$ cat config.mk
export PLATFORM = sky130hd
export DESIGN_NAME = om_timing_estimator
export DESIGN_NICKNAME = d
export VERILOG_FILES = /design/src/rtl/om_est_pkg.sv /design/src/rtl/cordic_vec.sv /design/src/rtl/om_timing_estimator.sv
export SDC_FILE = /design/constraint.sdc
export NUM_CORES = 2
export LEC_CHECK = 0
export ABC_CLOCK_PERIOD_IN_PS = 18050
export CAP_MARGIN = 20
export CORE_ASPECT_RATIO = 0.75
export CORE_UTILIZATION = 40
export DETAILED_ROUTE_END_ITERATION = 6
export DONT_BUFFER_PORTS = 1
export PLACE_DENSITY = 0.64
export SETUP_SLACK_MARGIN = 0.2
export SLEW_MARGIN = 25
export SYNTH_ARGS = -nofsm -noshare
export SYNTH_HDL_FRONTEND = slang
export SYNTH_SLANG_ARGS = --single-unit
export TNS_END_PERCENT = 100
$ cat constraint.sdc
create_clock -name clk -period 18.05 [get_ports clk]
set_clock_uncertainty 0.15 [all_clocks]
set_input_delay 2.7075 -clock clk [delete_from_list [all_inputs] [get_ports clk]]
set_output_delay 2.7075 -clock clk [all_outputs]
set_load 0.005 [all_outputs]
$ cat src/rtl/om_est_pkg.sv
// Shared definitions for the Oerder-Meyr timing estimator.
//  - Default widths and block length.
//  - acc_w(): width of the signed phase accumulators.
//  - atan_tab(): atan(2^-i) in 16-bit binary-angle units (65536 = 2*pi), i = 0..15.
//  - FSM state encoding used by the estimator top.
package om_est_pkg;

    localparam int unsigned DW_DEF          = 16;
    localparam int unsigned EPS_W_DEF       = 16;
    localparam int unsigned L_SYM_DEF       = 64;
    localparam int unsigned CORDIC_ITER_DEF = 14;

    // Power term is 2*DW bits. Two more bits cover sign and the +/- rotation,
    // and log2(L_SYM) bits cover the sum over one block.
    function automatic int unsigned acc_w(input int unsigned dw, input int unsigned l_sym);
        return 2 * dw + 2 + $clog2(l_sym);
    endfunction

    function automatic logic [15:0] atan_tab(input logic [3:0] i);
        logic [15:0] a;
        case (i)
            4'd0:    a = 16'd8192;
            4'd1:    a = 16'd4836;
            4'd2:    a = 16'd2555;
            4'd3:    a = 16'd1297;
            4'd4:    a = 16'd651;
            4'd5:    a = 16'd326;
            4'd6:    a = 16'd163;
            4'd7:    a = 16'd81;
            4'd8:    a = 16'd41;
            4'd9:    a = 16'd20;
            4'd10:   a = 16'd10;
            4'd11:   a = 16'd5;
            4'd12:   a = 16'd3;
            4'd13:   a = 16'd1;
            4'd14:   a = 16'd1;
            default: a = 16'd0;
        endcase
        return a;
    endfunction

    typedef logic [1:0] om_state_t;

    localparam om_state_t StIdle   = 2'd0;
    localparam om_state_t StPrerot = 2'd1;
    localparam om_state_t StIter   = 2'd2;
    localparam om_state_t StDone   = 2'd3;

endpackage

$ cat src/rtl/cordic_vec.sv
// Iterative CORDIC vectoring core. It rotates (x, y) toward the positive x axis
// and accumulates the applied rotation into z, so z ends as z_in + atan2(y_in, x_in).
// The caller must supply x_in >= 0; quadrant handling lives outside this core.
// Ports:
//  clk, rst_n   clock, asynchronous active-low reset
//  start        one-cycle pulse that loads x_in/y_in/z_in and starts ITER iterations
//  x_in, y_in   signed vector, W bits; W must absorb the ~1.65 CORDIC gain
//  z_in         initial angle, AW-bit binary angle (2^AW = 2*pi)
//  angle        accumulated angle, valid when done pulses, held afterwards
//  done         one-cycle pulse after the last iteration
//  busy         high while iterating
module cordic_vec
    import om_est_pkg::*;
#(
    parameter int unsigned W    = 42,
    parameter int unsigned AW   = 16,
    parameter int unsigned ITER = 14
) (
    input  logic                clk,
    input  logic                rst_n,
    input  logic                start,
    input  logic signed [W-1:0] x_in,
    input  logic signed [W-1:0] y_in,
    input  logic [AW-1:0]       z_in,
    output logic [AW-1:0]       angle,
    output logic                done,
    output logic                busy
);

    logic signed [W-1:0] x_q, y_q, x_d, y_d, xs, ys;
    logic [AW-1:0]       z_q, z_d, at;
    logic [3:0]          i_q;
    logic                run_q, done_q;

    always_comb begin
        xs = x_q >>> i_q;
        ys = y_q >>> i_q;
        // Table is 16-bit binary angle; rescale to AW bits.
        at = AW'({atan_tab(i_q), 16'h0000} >> (32 - AW));
        if (!y_q[W-1]) begin
            x_d = x_q + ys;
            y_d = y_q - xs;
            z_d = z_q + at;
        end else begin
            x_d = x_q - ys;
            y_d = y_q + xs;
            z_d = z_q - at;
        end
    end

    always_ff @(posedge clk or negedge rst_n) begin
        if (!rst_n) begin
            x_q    <= '0;
            y_q    <= '0;
            z_q    <= '0;
            i_q    <= '0;
            run_q  <= 1'b0;
            done_q <= 1'b0;
        end else begin
            done_q <= 1'b0;
            if (start) begin
                x_q   <= x_in;
                y_q   <= y_in;
                z_q   <= z_in;
                i_q   <= '0;
                run_q <= 1'b1;
            end else if (run_q) begin
                x_q <= x_d;
                y_q <= y_d;
                z_q <= z_d;
                i_q <= i_q + 4'd1;
                if (i_q == 4'(ITER - 1)) begin
                    run_q  <= 1'b0;
                    done_q <= 1'b1;
                end
            end
        end
    end

    assign angle = z_q;
    assign done  = done_q;
    assign busy  = run_q;

endmodule

$ cat src/rtl/om_timing_estimator.sv
// Oerder-Meyr feedforward symbol-timing estimator for 4x-oversampled I/Q.
// Forms X = sum |x[n]|^2 * e^(-j*pi*n/2) over L_SYM symbols and outputs
// epslion = -arg(X)/(2*pi) as an unsigned fraction of one symbol period.
// Ports:
//  clk, rst_n           clock, asynchronous active-low reset
//  clear                sync; abort current block, restart phase counter
//  sample_i, sample_q   signed DW-bit I/Q samples
//  sample_vld           sample valid, at most one per clock
//  epslion              timing estimate, unsigned Q0.EPS_W, held between updates
//  eps_vld              one-cycle pulse when epslion updates
//  busy                 high while the CORDIC solve is in progress
module om_timing_estimator
    import om_est_pkg::*;
#(
    parameter int unsigned DW          = DW_DEF,
    parameter int unsigned L_SYM       = L_SYM_DEF,
    parameter int unsigned CORDIC_ITER = CORDIC_ITER_DEF,
    parameter int unsigned EPS_W       = EPS_W_DEF
) (
    input  logic             clk,
    input  logic             rst_n,
    input  logic             clear,
    input  logic [DW-1:0]    sample_i,
    input  logic [DW-1:0]    sample_q,
    input  logic             sample_vld,
    output logic [EPS_W-1:0] epslion,
    output logic             eps_vld,
    output logic             busy
);

    localparam int unsigned ACC_W = acc_w(DW, L_SYM);
    localparam int unsigned PW    = 2 * DW;
    localparam int unsigned CNT_W = $clog2(4 * L_SYM);
    // Headroom for negation of the most negative value and the CORDIC gain.
    localparam int unsigned CW    = ACC_W + 2;
    localparam logic [CNT_W-1:0] CNT_LAST = CNT_W'(4 * L_SYM - 1);

    // ---------------- Stage 1: instantaneous power ----------------
    logic signed [PW-1:0] si_x, sq_x, isq, qsq;
    logic [PW-1:0]        p_d, p_q;
    logic                 p_vld_q;

    assign si_x = PW'($signed(sample_i));
    assign sq_x = PW'($signed(sample_q));
    assign isq  = si_x * si_x;
    assign qsq  = sq_x * sq_x;
    assign p_d  = $unsigned(isq) + $unsigned(qsq);

    // ---------------- Stage 2: phase rotation and accumulation ----------------
    logic [CNT_W-1:0]        cnt_q;
    logic signed [ACC_W-1:0] acc_re_q, acc_im_q, acc_re_nxt, acc_im_nxt, p_ext;
    logic signed [ACC_W-1:0] solve_re_q, solve_im_q;
    logic                    blk_end;

    // Multiplier-free rotation by e^(-j*pi*k/2); k is the low two count bits.
    always_comb begin
        p_ext      = $signed({{(ACC_W - PW){1'b0}}, p_q});
        acc_re_nxt = acc_re_q;
        acc_im_nxt = acc_im_q;
        case (cnt_q[1:0])
            2'd0:    acc_re_nxt = acc_re_q + p_ext;
            2'd1:    acc_im_nxt = acc_im_q - p_ext;
            2'd2:    acc_re_nxt = acc_re_q - p_ext;
            default: acc_im_nxt = acc_im_q + p_ext;
        endcase
        blk_end = p_vld_q && !clear && (cnt_q == CNT_LAST);
    end

    always_ff @(posedge clk or negedge rst_n) begin
        if (!rst_n) begin
            p_q        <= '0;
            p_vld_q    <= 1'b0;
            cnt_q      <= '0;
            acc_re_q   <= '0;
            acc_im_q   <= '0;
            solve_re_q <= '0;
            solve_im_q <= '0;
        end else begin
            // A sample arriving together with clear is dropped.
            p_vld_q <= sample_vld && !clear;
            if (sample_vld) begin
                p_q <= p_d;
            end
            if (clear) begin
                cnt_q    <= '0;
                acc_re_q <= '0;
                acc_im_q <= '0;
            end else if (p_vld_q) begin
                cnt_q <= cnt_q + CNT_W'(1);
                if (blk_end) begin
                    // Hand the finished block to the solver; the next sample
                    // starts a fresh block with no gap.
                    solve_re_q <= acc_re_nxt;
                    solve_im_q <= acc_im_nxt;
                    acc_re_q   <= '0;
                    acc_im_q   <= '0;
                end else begin
                    acc_re_q <= acc_re_nxt;
                    acc_im_q <= acc_im_nxt;
                end
            end
        end
    end

    // ---------------- Solver FSM ----------------
    om_state_t            state_q, state_d;
    logic                 cordic_start, cordic_done, cordic_busy;
    logic [EPS_W-1:0]     cordic_angle, cz;
    logic signed [CW-1:0] re_x, im_x, cx, cy;
    logic                 solve_zero;

    assign re_x       = CW'(solve_re_q);
    assign im_x       = CW'(solve_im_q);
    assign solve_zero = (solve_re_q == '0) && (solve_im_q == '0);

    // Left half-plane: rotate by pi so the core sees x >= 0.
    always_comb begin
        if (solve_re_q[ACC_W-1]) begin
            cx = -re_x;
            cy = -im_x;
            cz = {1'b1, {(EPS_W - 1){1'b0}}};
        end else begin
            cx = re_x;
            cy = im_x;
            cz = '0;
        end
    end

    always_comb begin
        state_d      = state_q;
        cordic_start = 1'b0;
        case (state_q)
            StIdle:   if (blk_end) state_d = StPrerot;
            StPrerot: begin
                cordic_start = 1'b1;
                state_d      = StIter;
            end
            StIter:   if (cordic_done) state_d = StDone;
            StDone:   state_d = StIdle;
            default:  state_d = StIdle;
        endcase
    end

    always_ff @(posedge clk or negedge rst_n) begin
        if (!rst_n) begin
            state_q <= StIdle;
            epslion <= '0;
            eps_vld <= 1'b0;
        end else begin
            state_q <= state_d;
            eps_vld <= (state_q == StDone);
            if (state_q == StDone) begin
                // A zero vector has no defined angle; report zero offset.
                epslion <= solve_zero ? '0 : -cordic_angle;
            end
        end
    end

    assign busy = (state_q == StPrerot) || (state_q == StIter) || cordic_busy;

    cordic_vec #(
        .W    (CW),
        .AW   (EPS_W),
        .ITER (CORDIC_ITER)
    ) u_cordic (
        .clk   (clk),
        .rst_n (rst_n),
        .start (cordic_start),
        .x_in  (cx),
        .y_in  (cy),
        .z_in  (cz),
        .angle (cordic_angle),
        .done  (cordic_done),
        .busy  (cordic_busy)
    );

endmodule

Yosys cells after proc, flatten, opt, wreduce, memory -nomap -nowiden
Memories as Yosys holds them, arrays and structs flattened.
Index checks and enable logic that the tools add are counted.
Storage, ports and cells
  word-level logic and storage cells: 98
  input bits: 36
  output and inout port bits: 18
  ROM bits: 224
  latch bits: 0
  memory bits (writable): 0
  memories: 1
  register bits: 326
Memory list
  (no name shown): depth 16, bits a word 14, rd ports 1, clocked after memory_dff 0, wr ports 0, RTL line om_est_pkg.sv:21  | case (i)
Operators by class
  div/mod/pow operators: 0
  multiply operators: 2
  add/subtract/negate cells: 16
  eq/ne operators: 9
  bitwise gates (word level): 1
  mux-type cells: 35
  reductions and logical operators: 16
  shift-type cells: 2
  $lt $le $gt $ge: 0
Operators with widths (count)
  42-bit two-way mux: 8
  40-bit two-way mux: 6
  40-bit case mux with 2 select lines: 2
  42-bit adder: 2
  40-bit negator with 42-bit output: 2
  42-bit by 4-bit >>> shifter with 42-bit output: 2
  42-bit subtractor: 2
  40-bit by 33-bit adder with 40-bit output: 2
  40-bit zero test: 2
  16-bit two-way mux: 5
  40-bit by 33-bit subtractor with 40-bit output: 2
  16-bit by 16-bit multiplier with 32-bit output: 2
  32-bit adder: 1
  16-bit adder: 1
  8-bit two-way mux: 2
  16-bit negator: 1
  16-bit subtractor: 1
  8-bit by 1-bit adder with 8-bit output (second input constant): 1
  8-bit equality test (second input constant): 1
  4-bit two-way mux: 2
  2-bit case mux with 4 select lines: 1
  1-bit two-way mux: 7
  2-bit equality test (second input constant): 3
  4-bit by 1-bit adder with 4-bit output (second input constant): 1
  other kinds (14): 22

Depth between registers and ports, before layout
  depth in word-level cells: 6
  gate-level depth with buffers: 30
  gate-level depth less buffers: 28

Cells and area by module
Synthesis repeated with hierarchy kept, for this count alone.
Unflattened totals
  cell total of the unflattened synthesis: 5769
  area, all modules: 50504.7 um^2
Modules (own cells, without submodules)
  om_timing_estimator: cells an instance 3643, instances 1, sequential area each 5505.3 um^2, area an instance 33209.4 um^2
  cordic_vec: cells an instance 2126, instances 1, sequential area each 2652.5 um^2, area an instance 17295.3 um^2

Worst setup path after synthesis
No wires, ideal clock.
  kind: input to register
  start: input sample_i[2]
  end: register p_q[29]
  stages: 26
  setup time: 0.125 ns
  path slack: 7.884 ns
  path buffers: 2
  arrival time: 9.891 ns
  data required time: 17.775 ns
  path through: clkbuf_1 -> buf_1 -> nand2_1 -> fa_1 -> fa_1 -> fa_1 -> fa_1 -> inv_1 -> fa_1 -> fa_1 -> fa_1 -> inv_1 -> fa_1 -> inv_1 -> ha_1 -> o21a_1 -> o21ai_0 -> nor4b_1 -> o311ai_0 -> nand2b_1 -> a41o_1 -> o41ai_1 -> o21bai_1 -> a21oi_1 -> xnor2_1 -> mux2_2
On the way
  word-level cells in the longest chain between the ends: 2
RTL lines
  start: declaration: RTL line om_timing_estimator.sv:23  | input logic [DW-1:0] sample_i,
  16-bit by 16-bit multiplier with 32-bit output: RTL line om_timing_estimator.sv:45  | assign isq = si_x * si_x;
  32-bit adder: RTL line om_timing_estimator.sv:47  | assign p_d = $unsigned(isq) + $unsigned(qsq);
  end signal: assignment: RTL line om_timing_estimator.sv:82  | p_q <= p_d;
  end: declaration: RTL line om_timing_estimator.sv:40  | logic [PW-1:0] p_d, p_q;
Every way passes these cells.
A chain may end at the register's enable or synchronous reset.

Worst setup path after layout
  start: input sample_q[15]
  end: register p_q[29]
On the way
  word-level cells in the longest chain between the ends: 2
RTL lines
  start: declaration: RTL line om_timing_estimator.sv:24  | input logic [DW-1:0] sample_q,
  16-bit by 16-bit multiplier with 32-bit output: RTL line om_timing_estimator.sv:46  | assign qsq = sq_x * sq_x;
  32-bit adder: RTL line om_timing_estimator.sv:47
Every way passes these cells.

==> out/results.ini <==
[status]
status=complete, no violations

[min_path]
hold_class=reg -> reg

[setup_path]
cp.required_ns=18.39
critPathBufInv=4
start_kind=input port
reg2reg_slack_ns=10.33
worstPathArrival_ns=10.28
path_cells=and2_1 -> fa_1 -> fa_1 -> inv_1 -> fa_1 -> inv_1 -> fa_1 -> fa_1 -> fa_1 -> fa_1 -> inv_1 -> fa_1 -> inv_1 -> ha_1 -> a21oi_1 -> o21ai_0 -> o311ai_0 -> nand2b_1 -> a41o_1 -> o41ai_1 -> o21bai_1 -> a21oi_1 -> xnor2_1 -> mux2_2
cp-end-kind=flop
crit_fanout=30
crit_type=in -> reg
crit_slowest_cell=and2_1
max_stage_delay_ns=0.63
crit_family=adder cells
cpMostUsedCell=fa_1

[sta]
finalCritPeriodShare_pct=55.1
min_period_ns=9.94
finalSetupViolations=0
maxSlewHeadroom_pct=22.7
final_max_slew_viol_count=0
finalHoldViolCount=0
fin_tns_setup_ns=0
fmax_mhz=101
tightest_slew_ns=1.16
rsz0062_at_grt=no

[floorplanning]
rows=111
core_sq_um=122000
die_area_sq_um=125000
start_util_pct=40.4
io-pin-count=54
die_w_microns=408
die_y_microns=306

[grt]
grt-ovfl-total=0
grt_pass1_vias=39200
grt.total_usage_pct=22.4
grt_pass1_wl_mm=225
grt_start_max_net_pins=327
antenna_found_initial=1

[placed_design]
dp_hpwl_mm=111
place_congestion=0.943
io_buffers=0

[route]
vias=39800
viasPerCell=5.58
detail-route-antenna-nets=0
drt-initial-drc-count=3604
wl_per_cell_microns=19.6
route.detailed.drc=0
firstDrtPassIters=6
wl_mm=140

[logic_synthesis]
yosys-mux-area-fraction_pct=7.82
synth_area_sq_um=49400
synth.area.top_cells=fa_1 21%, dfrtp_1 17%, ha_1 8.8%
ys_async_sr_fraction_pct=100
synth_warnings=0
ys_types=94
synth_edf_count=0
synth.top_cell.area_share_pct=21.3
ys_ff_latch=326
synth_simple_gate_area_share_pct=14.8
synth_ff_type=dfrtp_1
yosys.area_share.adder_pct=30.1
synth_top_family_by_area=adder cells
synth-seq-area-share_pct=16.5
synthXorXnorAreaFrac_pct=8.18
synth_compound_area_share_pct=15.0
syn-instance-count=5650
synthesis.nets=6560
syn_area_per_cell_sq_um=8.74
synth_top_area_cell=fa_1

[cts]
cts_setup_buffers=0
clock_path_buffers=3
cts_resized=0
cts_tree=done
clk_pin_slew_ns=0.06
root_buffer=clkbuf_16
clock-sinks=326
cts-htree-levels=2
cts_hold_buf=0
cts_buffers=40
clk_latency_ns=0.61

[cells_and_area]
syn_to_final_growth_pct=5.35
drive_gt1_share_pct=5.62
fin_nets=6377

[run]
cap_violations=0

## sequential cells by signal (all words and copies together), names as in the netlist
| signal | cells |
|---|---|
| p_vld_q | 1 |
| u_cordic.done | 1 |
| u_cordic.i_q | 4 |
| u_cordic.y_q | 42 |
| solve_re_q | 40 |
| u_cordic.x_q | 42 |
| acc_im_q | 40 |
| cnt_q | 8 |
| eps_vld | 1 |
| p_q | 32 |
| u_cordic.angle | 16 |
| solve_im_q | 40 |
| u_cordic.busy | 1 |
| state_q | 2 |
| acc_re_q | 40 |
| epslion | 16 |
## worst register-to-register path, stage by stage, from the launching register on
cell and delay (ns):
dfrtp_4 0.71, buf_4 0.65, buf_4 0.75, mux4_2 0.61, and2_1 0.19, or4b_1 0.53
o21ai_1 0.19, nand2_1 0.13, nor4_1 0.81, a21oi_1 0.18, xnor2_1 0.19, ha_1 0.35
nand3_1 0.18, nor2_1 0.35, nand3_1 0.14, nor3_1 0.31, o21bai_1 0.14, a21boi_0 0.25
o22ai_1 0.19, o21ba_2 0.25, mux2i_1 0.11, a211o_1 0.27
## metrics by stage
step | area (sq um) | utilization, % | cells | hold slack (ns) | setup slack (ns)
floorplan | 49400 | - | 5650 | 0.318 | 7.88
global placement | 50700 | 41.4 | 7063 | 0.338 | 7.44
detailed placement | 50700 | 41.4 | 7063 | 0.353 | 7.41
CTS | 52000 | 42.5 | 7136 | 0.368 | 8.04
global route | 52000 | 42.5 | 7136 | 0.391 | 7.62
finish | 52000 | 42.5 | 7137 | 0.364 | 8.11
## layout by cell type, fill, tap and decap left out, types with 30 or more instances in the layout
cell type | Yosys | final
or3_1 | 32 | 32
nand4_1 | 34 | 34
xnor2_1 | 312 | 312
nor2_1 | 350 | 347
a21o_1 | 114 | 114
and2_1 | 112 | 112
nand2_1 | 628 | 627
dfrtp_1 | 326 | 319
buf_4 | 8 | 30
nor3_1 | 68 | 68
xor2_1 | 149 | 149
o21a_1 | 32 | 32
mux2_2 | 57 | 57
a22o_1 | 51 | 51
clkbuf_16 | 0 | 40
nor2b_1 | 49 | 49
inv_1 | 719 | 717
a21oi_1 | 324 | 324
ha_1 | 348 | 347
mux2i_1 | 146 | 146
and3_1 | 40 | 40
a211oi_1 | 38 | 38
a31oi_1 | 77 | 77
mux4_2 | 78 | 78
o21ai_0 | 300 | 299
o31ai_1 | 44 | 44
nand3_1 | 74 | 74
fa_1 | 526 | 526
nand2b_1 | 54 | 54
## synth_stat cells, types with 49 or more instances
library cell	count
fa_1	526
inv_1	719
nor2_1	350
a21oi_1	324
mux4_2	78
mux2_2	57
nor3_1	68
nand2_1	628
xor2_1	149
nand2b_1	54
nor2b_1	49
o21ai_0	300
ha_1	348
xnor2_1	312
a22o_1	51
clkbuf_1	176
mux2i_1	146
nand3_1	74
and2_1	112
a21o_1	114
a31oi_1	77
dfrtp_1	326
## layout make-up
type / instances / area (sq um)
diodes: 1 / 2.50
clock buffers: 49 / 1040
clock inverters: 24 / 293
fillers: 12100 / 70300
inverters: 720 / 2700
multi-input cells: 4349 / 37500
flip-flops and latches: 326 / 8180
well taps: 1638 / 2050
repair buffers: 30 / 225
## routing by layer
layer	wire length (microns)	global-route usage, %	vias up
met1	68000	34.4	19800
met4	2470	4.32	0
li1	-	-	18600
met5	0	0	-
met2	57700	32.7	1304
met3	11700	3.99	142
## cells by family after synthesis
| kind of cell | after synthesis |
|---|---|
| AO/OA/AOI/OAI | 1182 |
| AND/OR/NAND/NOR | 1551 |
| XOR/XNOR | 461 |
| flip-flops | 326 |
| adder cells (fa/ha/maj) | 874 |
| buffers and inverters | 975 |
| multiplexers | 281 |
## final timing paths
path | from | endpoint | depth (start not counted)
worst max-delay path | sample_q[15] | p_q[29] | 24
worst min-delay path | acc_im_q[37] | acc_im_q[37] | 2
worst max register to register | u_cordic.i_q[1] | u_cordic.y_q[39] | 21
worst min register to register | acc_im_q[37] | acc_im_q[37] | 2
max in group asynchronous | rst_n | p_q[28] | 0
min in group asynchronous | rst_n | solve_re_q[9] | 0
Power is left out: the tool's default activity adds up to more than one toggle a clock period on the data nets, which glitch-free logic cannot reach.
